===== config.mk =====
export PLATFORM = sky130hd
export DESIGN_NAME = ex_stage
export DESIGN_NICKNAME = d
export VERILOG_FILES = /design/src/rtl/ex_stage.sv
export SDC_FILE = /design/constraint.sdc
export NUM_CORES = 1
export LEC_CHECK = 0
export ABC_AREA = 1
export CORE_ASPECT_RATIO = 1.2
export CORE_MARGIN = 2
export CORE_UTILIZATION = 45
export DETAILED_ROUTE_END_ITERATION = 10
export GPL_TIMING_DRIVEN = 0
export PLACE_DENSITY_LB_ADDON = 0.2
export SYNTH_ARGS = -nofsm -noshare
export SYNTH_HDL_FRONTEND = slang
export SYNTH_SLANG_ARGS = --single-unit

===== constraint.sdc =====
create_clock -name clk_i -period 1.5 [get_ports clk_i]
set_input_delay 0.225 -clock clk_i [delete_from_list [all_inputs] [get_ports clk_i]]
set_output_delay 0.225 -clock clk_i [all_outputs]
set_load 0.05 [all_outputs]

===== src/rtl/ex_stage.sv =====
// ex_stage -- execute stage of the integer pipeline.
//
// Computes the ALU result of the instruction from decode and registers it,
// together with the store data and writeback controls, for the memory stage.
// Single-cycle ops have one cycle of latency. MUL is optional:
//   EX_MUL_EN defined   : MUL runs on a multi-cycle shift-add multiplier
//                         (IDLE/BUSY FSM); stall_o holds upstream meanwhile.
//   EX_MUL_EN undefined : no multiplier; a valid MUL completes in one cycle
//                         with result 0, writeback disabled and an
//                         illegal_op_o pulse. stall_o is tied 0.
//
// Ports
//   clk_i, rst_i        rising-edge clock, asynchronous active-low reset
//   flush_i             squash in-flight and incoming instruction
//   valid_i, alu_op_i   instruction present, op (0 ADD .. 6 SLL, 7 MUL)
//   use_imm_i           operand2 = imm_i instead of reg_a_data_i
//   reg_a/b_data_i      register operands (operand1 = reg_b_data_i)
//   imm_i, wr_reg_i     immediate, destination register index
//   is_load/store_i     memory op flags, reg_wr_en_i writeback enable
//   stall_o             upstream must hold its inputs while high
//   mem_*_o             registered results for the memory stage
//   illegal_op_o        registered one-cycle pulse on an unsupported MUL
module ex_stage #(
  parameter int unsigned DATA_WIDTH     = 32,
  parameter int unsigned REGISTER_WIDTH = 5
) (
  input  logic                      clk_i,
  input  logic                      rst_i,
  input  logic                      flush_i,
  input  logic                      valid_i,
  input  logic [2:0]                alu_op_i,
  input  logic                      use_imm_i,
  input  logic [DATA_WIDTH-1:0]     reg_a_data_i,
  input  logic [DATA_WIDTH-1:0]     reg_b_data_i,
  input  logic [DATA_WIDTH-1:0]     imm_i,
  input  logic [REGISTER_WIDTH-1:0] wr_reg_i,
  input  logic                      is_load_i,
  input  logic                      is_store_i,
  input  logic                      reg_wr_en_i,
  output logic                      stall_o,
  output logic                      mem_valid_o,
  output logic                      mem_is_load_o,
  output logic                      mem_is_store_o,
  output logic                      mem_reg_wr_en_o,
  output logic [DATA_WIDTH-1:0]     mem_alu_result_o,
  output logic [DATA_WIDTH-1:0]     mem_reg_a_data_o,
  output logic [REGISTER_WIDTH-1:0] mem_wr_reg_o,
  output logic                      illegal_op_o
);

  localparam int unsigned SHW = $clog2(DATA_WIDTH);

  typedef enum logic [2:0] {
    OP_ADD = 3'd0, OP_SUB = 3'd1, OP_AND = 3'd2, OP_OR  = 3'd3,
    OP_XOR = 3'd4, OP_SLT = 3'd5, OP_SLL = 3'd6, OP_MUL = 3'd7
  } alu_op_e;

  logic [DATA_WIDTH-1:0] op1, op2, alu_res;
  logic                  is_mul;

  assign op1    = reg_b_data_i;
  assign op2    = use_imm_i ? imm_i : reg_a_data_i;
  assign is_mul = valid_i && (alu_op_e'(alu_op_i) == OP_MUL);

  always_comb begin
    alu_res = '0;
    case (alu_op_e'(alu_op_i))
      OP_ADD:  alu_res = op1 + op2;
      OP_SUB:  alu_res = op1 - op2;
      OP_AND:  alu_res = op1 & op2;
      OP_OR:   alu_res = op1 | op2;
      OP_XOR:  alu_res = op1 ^ op2;
      OP_SLT:  alu_res = {{(DATA_WIDTH-1){1'b0}}, ($signed(op1) < $signed(op2))};
      OP_SLL:  alu_res = op1 << op2[SHW-1:0];
      default: alu_res = '0;
    endcase
  end

  logic                      mem_valid_q, mem_valid_d;
  logic                      mem_is_load_q, mem_is_load_d;
  logic                      mem_is_store_q, mem_is_store_d;
  logic                      mem_reg_wr_en_q, mem_reg_wr_en_d;
  logic [DATA_WIDTH-1:0]     mem_alu_result_q, mem_alu_result_d;
  logic [DATA_WIDTH-1:0]     mem_reg_a_data_q, mem_reg_a_data_d;
  logic [REGISTER_WIDTH-1:0] mem_wr_reg_q, mem_wr_reg_d;

`ifdef EX_MUL_EN
  typedef enum logic {IDLE = 1'b0, BUSY = 1'b1} state_e;

  localparam logic [SHW-1:0] CNT_LAST = SHW'(DATA_WIDTH - 1);

  state_e                    state_q, state_d;
  logic [SHW-1:0]            cnt_q, cnt_d;
  logic [DATA_WIDTH-1:0]     mcand_q, mcand_d, mplier_q, mplier_d, acc_q, acc_d;
  logic [REGISTER_WIDTH-1:0] mul_wr_reg_q, mul_wr_reg_d;
  logic                      mul_wr_en_q, mul_wr_en_d;
  logic [DATA_WIDTH-1:0]     mul_sum;
  logic                      stall;

  always_comb begin
    mem_valid_d      = 1'b0;
    mem_is_load_d    = mem_is_load_q;
    mem_is_store_d   = mem_is_store_q;
    mem_reg_wr_en_d  = mem_reg_wr_en_q;
    mem_alu_result_d = mem_alu_result_q;
    mem_reg_a_data_d = mem_reg_a_data_q;
    mem_wr_reg_d     = mem_wr_reg_q;
    state_d          = state_q;
    cnt_d            = cnt_q;
    mcand_d          = mcand_q;
    mplier_d         = mplier_q;
    acc_d            = acc_q;
    mul_wr_reg_d     = mul_wr_reg_q;
    mul_wr_en_d      = mul_wr_en_q;
    stall            = 1'b0;
    // Multiplicand shifts left and multiplier shifts right each iteration,
    // so only bit 0 of the multiplier is ever inspected.
    mul_sum          = acc_q + (mplier_q[0] ? mcand_q : '0);
    if (flush_i) begin
      state_d = IDLE;
      cnt_d   = '0;
    end else begin
      unique case (state_q)
        IDLE: begin
          if (is_mul) begin
            stall        = 1'b1;
            mcand_d      = op1;
            mplier_d     = op2;
            acc_d        = '0;
            cnt_d        = '0;
            mul_wr_reg_d = wr_reg_i;
            mul_wr_en_d  = reg_wr_en_i;
            state_d      = BUSY;
          end else begin
            mem_valid_d      = valid_i;
            mem_alu_result_d = alu_res;
            mem_reg_a_data_d = reg_a_data_i;
            mem_wr_reg_d     = wr_reg_i;
            mem_is_load_d    = is_load_i;
            mem_is_store_d   = is_store_i;
            mem_reg_wr_en_d  = reg_wr_en_i;
          end
        end
        BUSY: begin
          acc_d    = mul_sum;
          mcand_d  = mcand_q << 1;
          mplier_d = mplier_q >> 1;
          if (cnt_q == CNT_LAST) begin
            // Last iteration's sum goes straight to the output register.
            mem_valid_d      = 1'b1;
            mem_alu_result_d = mul_sum;
            mem_reg_a_data_d = reg_a_data_i;
            mem_wr_reg_d     = mul_wr_reg_q;
            mem_reg_wr_en_d  = mul_wr_en_q;
            mem_is_load_d    = 1'b0;
            mem_is_store_d   = 1'b0;
            cnt_d            = '0;
            state_d          = IDLE;
          end else begin
            stall = 1'b1;
            cnt_d = cnt_q + SHW'(1);
          end
        end
        default: state_d = IDLE;
      endcase
    end
  end

  always_ff @(posedge clk_i or negedge rst_i) begin
    if (!rst_i) begin
      state_q      <= IDLE;
      cnt_q        <= '0;
      mcand_q      <= '0;
      mplier_q     <= '0;
      acc_q        <= '0;
      mul_wr_reg_q <= '0;
      mul_wr_en_q  <= 1'b0;
    end else begin
      state_q      <= state_d;
      cnt_q        <= cnt_d;
      mcand_q      <= mcand_d;
      mplier_q     <= mplier_d;
      acc_q        <= acc_d;
      mul_wr_reg_q <= mul_wr_reg_d;
      mul_wr_en_q  <= mul_wr_en_d;
    end
  end

  assign stall_o      = rst_i & stall;
  assign illegal_op_o = 1'b0;
`else
  logic illegal_q, illegal_d;

  always_comb begin
    mem_valid_d      = 1'b0;
    mem_is_load_d    = mem_is_load_q;
    mem_is_store_d   = mem_is_store_q;
    mem_reg_wr_en_d  = mem_reg_wr_en_q;
    mem_alu_result_d = mem_alu_result_q;
    mem_reg_a_data_d = mem_reg_a_data_q;
    mem_wr_reg_d     = mem_wr_reg_q;
    illegal_d        = 1'b0;
    if (!flush_i) begin
      mem_valid_d      = valid_i;
      mem_alu_result_d = alu_res;
      mem_reg_a_data_d = reg_a_data_i;
      mem_wr_reg_d     = wr_reg_i;
      mem_is_load_d    = is_load_i;
      mem_is_store_d   = is_store_i;
      mem_reg_wr_en_d  = reg_wr_en_i;
      if (is_mul) begin
        mem_alu_result_d = '0;
        mem_reg_wr_en_d  = 1'b0;
        illegal_d        = 1'b1;
      end
    end
  end

  always_ff @(posedge clk_i or negedge rst_i) begin
    if (!rst_i) illegal_q <= 1'b0;
    else        illegal_q <= illegal_d;
  end

  assign stall_o      = 1'b0;
  assign illegal_op_o = illegal_q;
`endif

  always_ff @(posedge clk_i or negedge rst_i) begin
    if (!rst_i) begin
      mem_valid_q      <= 1'b0;
      mem_is_load_q    <= 1'b0;
      mem_is_store_q   <= 1'b0;
      mem_reg_wr_en_q  <= 1'b0;
      mem_alu_result_q <= '0;
      mem_reg_a_data_q <= '0;
      mem_wr_reg_q     <= '0;
    end else begin
      mem_valid_q      <= mem_valid_d;
      mem_is_load_q    <= mem_is_load_d;
      mem_is_store_q   <= mem_is_store_d;
      mem_reg_wr_en_q  <= mem_reg_wr_en_d;
      mem_alu_result_q <= mem_alu_result_d;
      mem_reg_a_data_q <= mem_reg_a_data_d;
      mem_wr_reg_q     <= mem_wr_reg_d;
    end
  end

  assign mem_valid_o      = mem_valid_q;
  assign mem_is_load_o    = mem_is_load_q;
  assign mem_is_store_o   = mem_is_store_q;
  assign mem_reg_wr_en_o  = mem_reg_wr_en_q;
  assign mem_alu_result_o = mem_alu_result_q;
  assign mem_reg_a_data_o = mem_reg_a_data_q;
  assign mem_wr_reg_o     = mem_wr_reg_q;

endmodule


==> run_results.csv <==
group,metric,value,unit
setup_path,path_max_fanout,7,
logic_synthesis,syn_inst,2055,
setup_path,required,1.77,ns
setup_path,cp-start-kind,"input pin",
clock_network,numClockSinks,74,
drt,routed-via-count,16100,
timing,min_period,2.49,ns
place,hpwl,45.7,mm
power_and_ir_drop,swShare,51.1,%
logic_synthesis,synth_nets,2286,
finish,final_util,71.6,%
logic_synthesis,yosysTopAreaCell,"nand2_1",
global_routing,grt_pass1_wl,87.9,mm
place,port_buffers,183,
logic_synthesis,synth_seq_cells,74,
place,place.gp.congestion,1.10,
logic_synthesis,avgSynthCellArea,5.65,µm²
place,preCtsSetupSlack,-2.08,ns
clock_network,clk_latency,0.37,ns
drt,dr.pass1.iters,9,
logic_synthesis,syn-cell-area,11600,µm²
floorplan,die-area,27100,µm²
finish,fillCellCount,2166,
timing,worst_slack,-0.987,ns
power_and_ir_drop,peakVddDrop,626,µV
timing,slew_violations,0,
drt,drt_iter0_markers,2113,
setup_path,crit_arrival,2.75,ns
timing,hold_viol,0,
setup_path,critical_path_class,"input pin to flop",
logic_synthesis,synth_top_area_share,23.1,%
setup_path,r2r_start,"mem_reg_a_data_o[1]$_DFFE_PN0N_",
power_and_ir_drop,p_int,6500,µW
worst_hold_path,hp-class,"input pin to flop",
floorplan,pin_count,187,
floorplan,die_height,180,µm
global_routing,grt_pass1_vias,15500,
worst_hold_path,min_to,"mem_reg_a_data_o[10]$_DFFE_PN0N_",
power_and_ir_drop,p_switching,6800,µW
global_routing,grt_max_degree,61,
global_routing,track_usage,43.4,%
logic_synthesis,ys_types,44,
finish,drive_gt1_share,32.8,%
setup_path,crit_path_end_kind,"flop",
timing,clock.fmax,402,MHz
logic_synthesis,yosys_warnings,0,
timing,timing.final.crit_share,166,%
clock_network,path_clk_slew,0.07,ns
floorplan,start_util,45.6,%
status,outcome,"complete, but fails checks",
power_and_ir_drop,leakagePower,0.00923,µW
global_routing,grt_antenna_before_repair,1,
timing,rsz0062_at_grt,"yes",
logic_synthesis,synth.most_common_cell,"nand2_1",
floorplan,die_w,151,µm
finish,n_antenna_cell,0,
logic_synthesis,synth.area.top_cells,"nand2_1, dfrtp_1, nand3_1",
power_and_ir_drop,pwr-share-comb,64.1,%
logic_synthesis,synth-edff-count,0,
logic_synthesis,ys_top_cells_by_count,"nand2_1, nand3_1, inv_1",
flow_run,max_cap_violations,0,
timing,slew_headroom,33.4,%
setup_path,r2r_end,"mem_reg_a_data_o[1]$_DFFE_PN0N_",
logic_synthesis,ys.flop_type,"dfrtp_1",
drt,wirelength,61.6,mm
finish,syn2layout_area_growth,57.0,%
power_and_ir_drop,finalPower,13300,µW
finish,fin_nets,2588,
clock_network,cts-root-buf,"clkbuf_16",
clock_network,htree_levels,3,
floorplan,rows,64,
worst_hold_path,whs_path_depth,3,
drt,wl_per_cell,22.9,µm
clock_network,cts_buffers,9,
global_routing,grt-ovfl-total,0,
clock_network,cts_buffer_depth,2,
timing,tightest_slew,0.998,ns
setup_path,r2r_cells,2,
power_and_ir_drop,powerDensity,730,nW/µm²
drt,via_per_inst,6.00,
timing,fin_skew,0,ns
setup_path,ff2ff_setup_slack,0.82,ns
status,failed_checks,"negative setup slack",
drt,antenna_left,0,
clock_network,cts_tree,"built",
power_and_ir_drop,seqPwrFrac,17.7,%
worst_hold_path,min-delay-start,"reg_a_data_i[10]",
drt,drcViolationCount,0,
logic_synthesis,synth-async-reset-ratio,100,%
power_and_ir_drop,pwr-share-clk,18.2,%
timing,setup_viol,32,
floorplan,core_area,25500,µm²
logic_synthesis,yosysSeqAreaShare,16.0,%
cell usage in the layout, fill, tap and decap left out, types with 24 or more instances in the layout:
| master | netlist | final |
|---|---|---|
| ha_4 | 0 | 34 |
| a21oi_1 | 71 | 36 |
| dfrtp_1 | 74 | 74 |
| clkdlybuf4s15_1 | 0 | 36 |
| nand2_1 | 715 | 556 |
| ha_1 | 117 | 77 |
| nand3_2 | 15 | 69 |
| buf_6 | 7 | 27 |
| dlygate4sd2_1 | 0 | 67 |
| o21ai_4 | 2 | 31 |
| nand2_4 | 1 | 37 |
| o22ai_1 | 24 | 24 |
| nand3_1 | 321 | 255 |
| nor2_4 | 1 | 52 |
| inv_1 | 288 | 232 |
| buf_4 | 8 | 94 |
| nand2_2 | 3 | 125 |
| nor2_1 | 134 | 65 |
| inv_2 | 6 | 42 |
| clkdlybuf4s50_1 | 0 | 62 |
| a21oi_2 | 0 | 27 |
critical path, cell delays in order:
cell and delay, ns:
buf_12 0.10, inv_12 0.04, buf_12 0.13, clkbuf_16 0.15
or2_4 0.25, o21ai_4 0.15, ha_4 0.30, nor2_4 0.12
inv_2 0.08, nor3_4 0.22, nand3_2 0.14, nand3_4 0.13
nand2_2 0.06, nand3_2 0.05, nand4_1 0.31, nand2_1 0.18
nand2_1 0.07
worst max path at each step:
stage	start	endpoint	depth (start not counted)
2_1_floorplan	use_imm_i	mem_alu_result_o[16]$_DFFE_PN0N_	22
3_3_place_gp	rst_i	mem_alu_result_o[26]$_DFFE_PN0N_	1
3_5_place_dp	reg_a_data_i[1]	mem_alu_result_o[14]$_DFFE_PN0N_	16
4_1_cts	use_imm_i	mem_alu_result_o[14]$_DFFE_PN0N_	19
5_1_grt	imm_i[9]	mem_alu_result_o[12]$_DFFE_PN0N_	13
6_report	use_imm_i	mem_alu_result_o[12]$_DFFE_PN0N_	17
state kept, by name, indices dropped and copies added (netlist names):
| register | cells |
|---|---|
| mem_alu_result_o | 32 |
| mem_reg_a_data_o | 32 |
| mem_wr_reg_o | 5 |
| illegal_op_o | 1 |
| mem_is_load_o | 1 |
| mem_is_store_o | 1 |
| mem_reg_wr_en_o | 1 |
| mem_valid_o | 1 |
stage by stage:
| step | setup TNS (ns) | std cells | hold slack (ns) | instance area, µm² |
|---|---|---|---|---|
| floorplan | -23.19 | 2055 | -0.0706 | 12300 |
| global placement | -249.38 | 2568 | 0.458 | 14500 |
| detailed placement | -69.83 | 2569 | 0.112 | 14600 |
| CTS | -22.18 | 2669 | 0.246 | 17100 |
| global route | -27.28 | 2692 | 0.211 | 18200 |
| finish | -24.66 | 2692 | 0.200 | 18200 |
cell type report:
type	instances	area (µm²)	share of cell area, %
buffer	76	731	4.01
inverter	297	1200	6.60
clock inverter	7	82.6	0.453
tap	330	413	2.27
sequential	74	1850	10.2
multi-input combinational	1599	10900	59.9
clock buffer	9	225	1.24
timing repair buffer	300	2800	15.3
repair_timing:
item,CTS,global route
hold endpoints to repair,14,0
setup endpoints to repair,136,80
pin swaps,148,133
gates resized for setup,518,324
cloned,4,1
hold buffers,1,0
setup buffers,89,26
cells by family after synthesis:
group | count (synthesis) | share of synthesized area (%)
AOI/OAI and AO/OA | 205 | 10.0
adders and majority gates | 119 | 13.0
DFF | 74 | 16.0
other | 1 | 0.0323
buffers and inverters | 382 | 13.5
and+or+nand+nor | 1269 | 47.1
xor gates and xnor gates | 5 | 0.377
power groups by stage:
stage / Clock, µW / Sequential (µW) / Combinational, µW
6_report: 2420 / 2360 / 8530
5_1_grt: 2490 / 2390 / 8940
4_1_cts: 2410 / 2350 / 7490
3_5_place_dp: 0 / 2390 / 6480
3_3_place_gp: 0 / 2390 / 6410
2_1_floorplan: 0 / 3230 / 3350
per-layer routing:
| layer | track usage (%) | wire length (µm) | vias up |
|---|---|---|---|
| met1 | 52.5 | 22900 | 7544 |
| met3 | 9.90 | 6140 | 338 |
| met2 | 67.6 | 27300 | 1097 |
| met4 | 30.0 | 5250 | 2 |
| met5 | 0 | 13 | - |
| li1 | - | - | 7168 |
(Power assumes the default switching activity.)
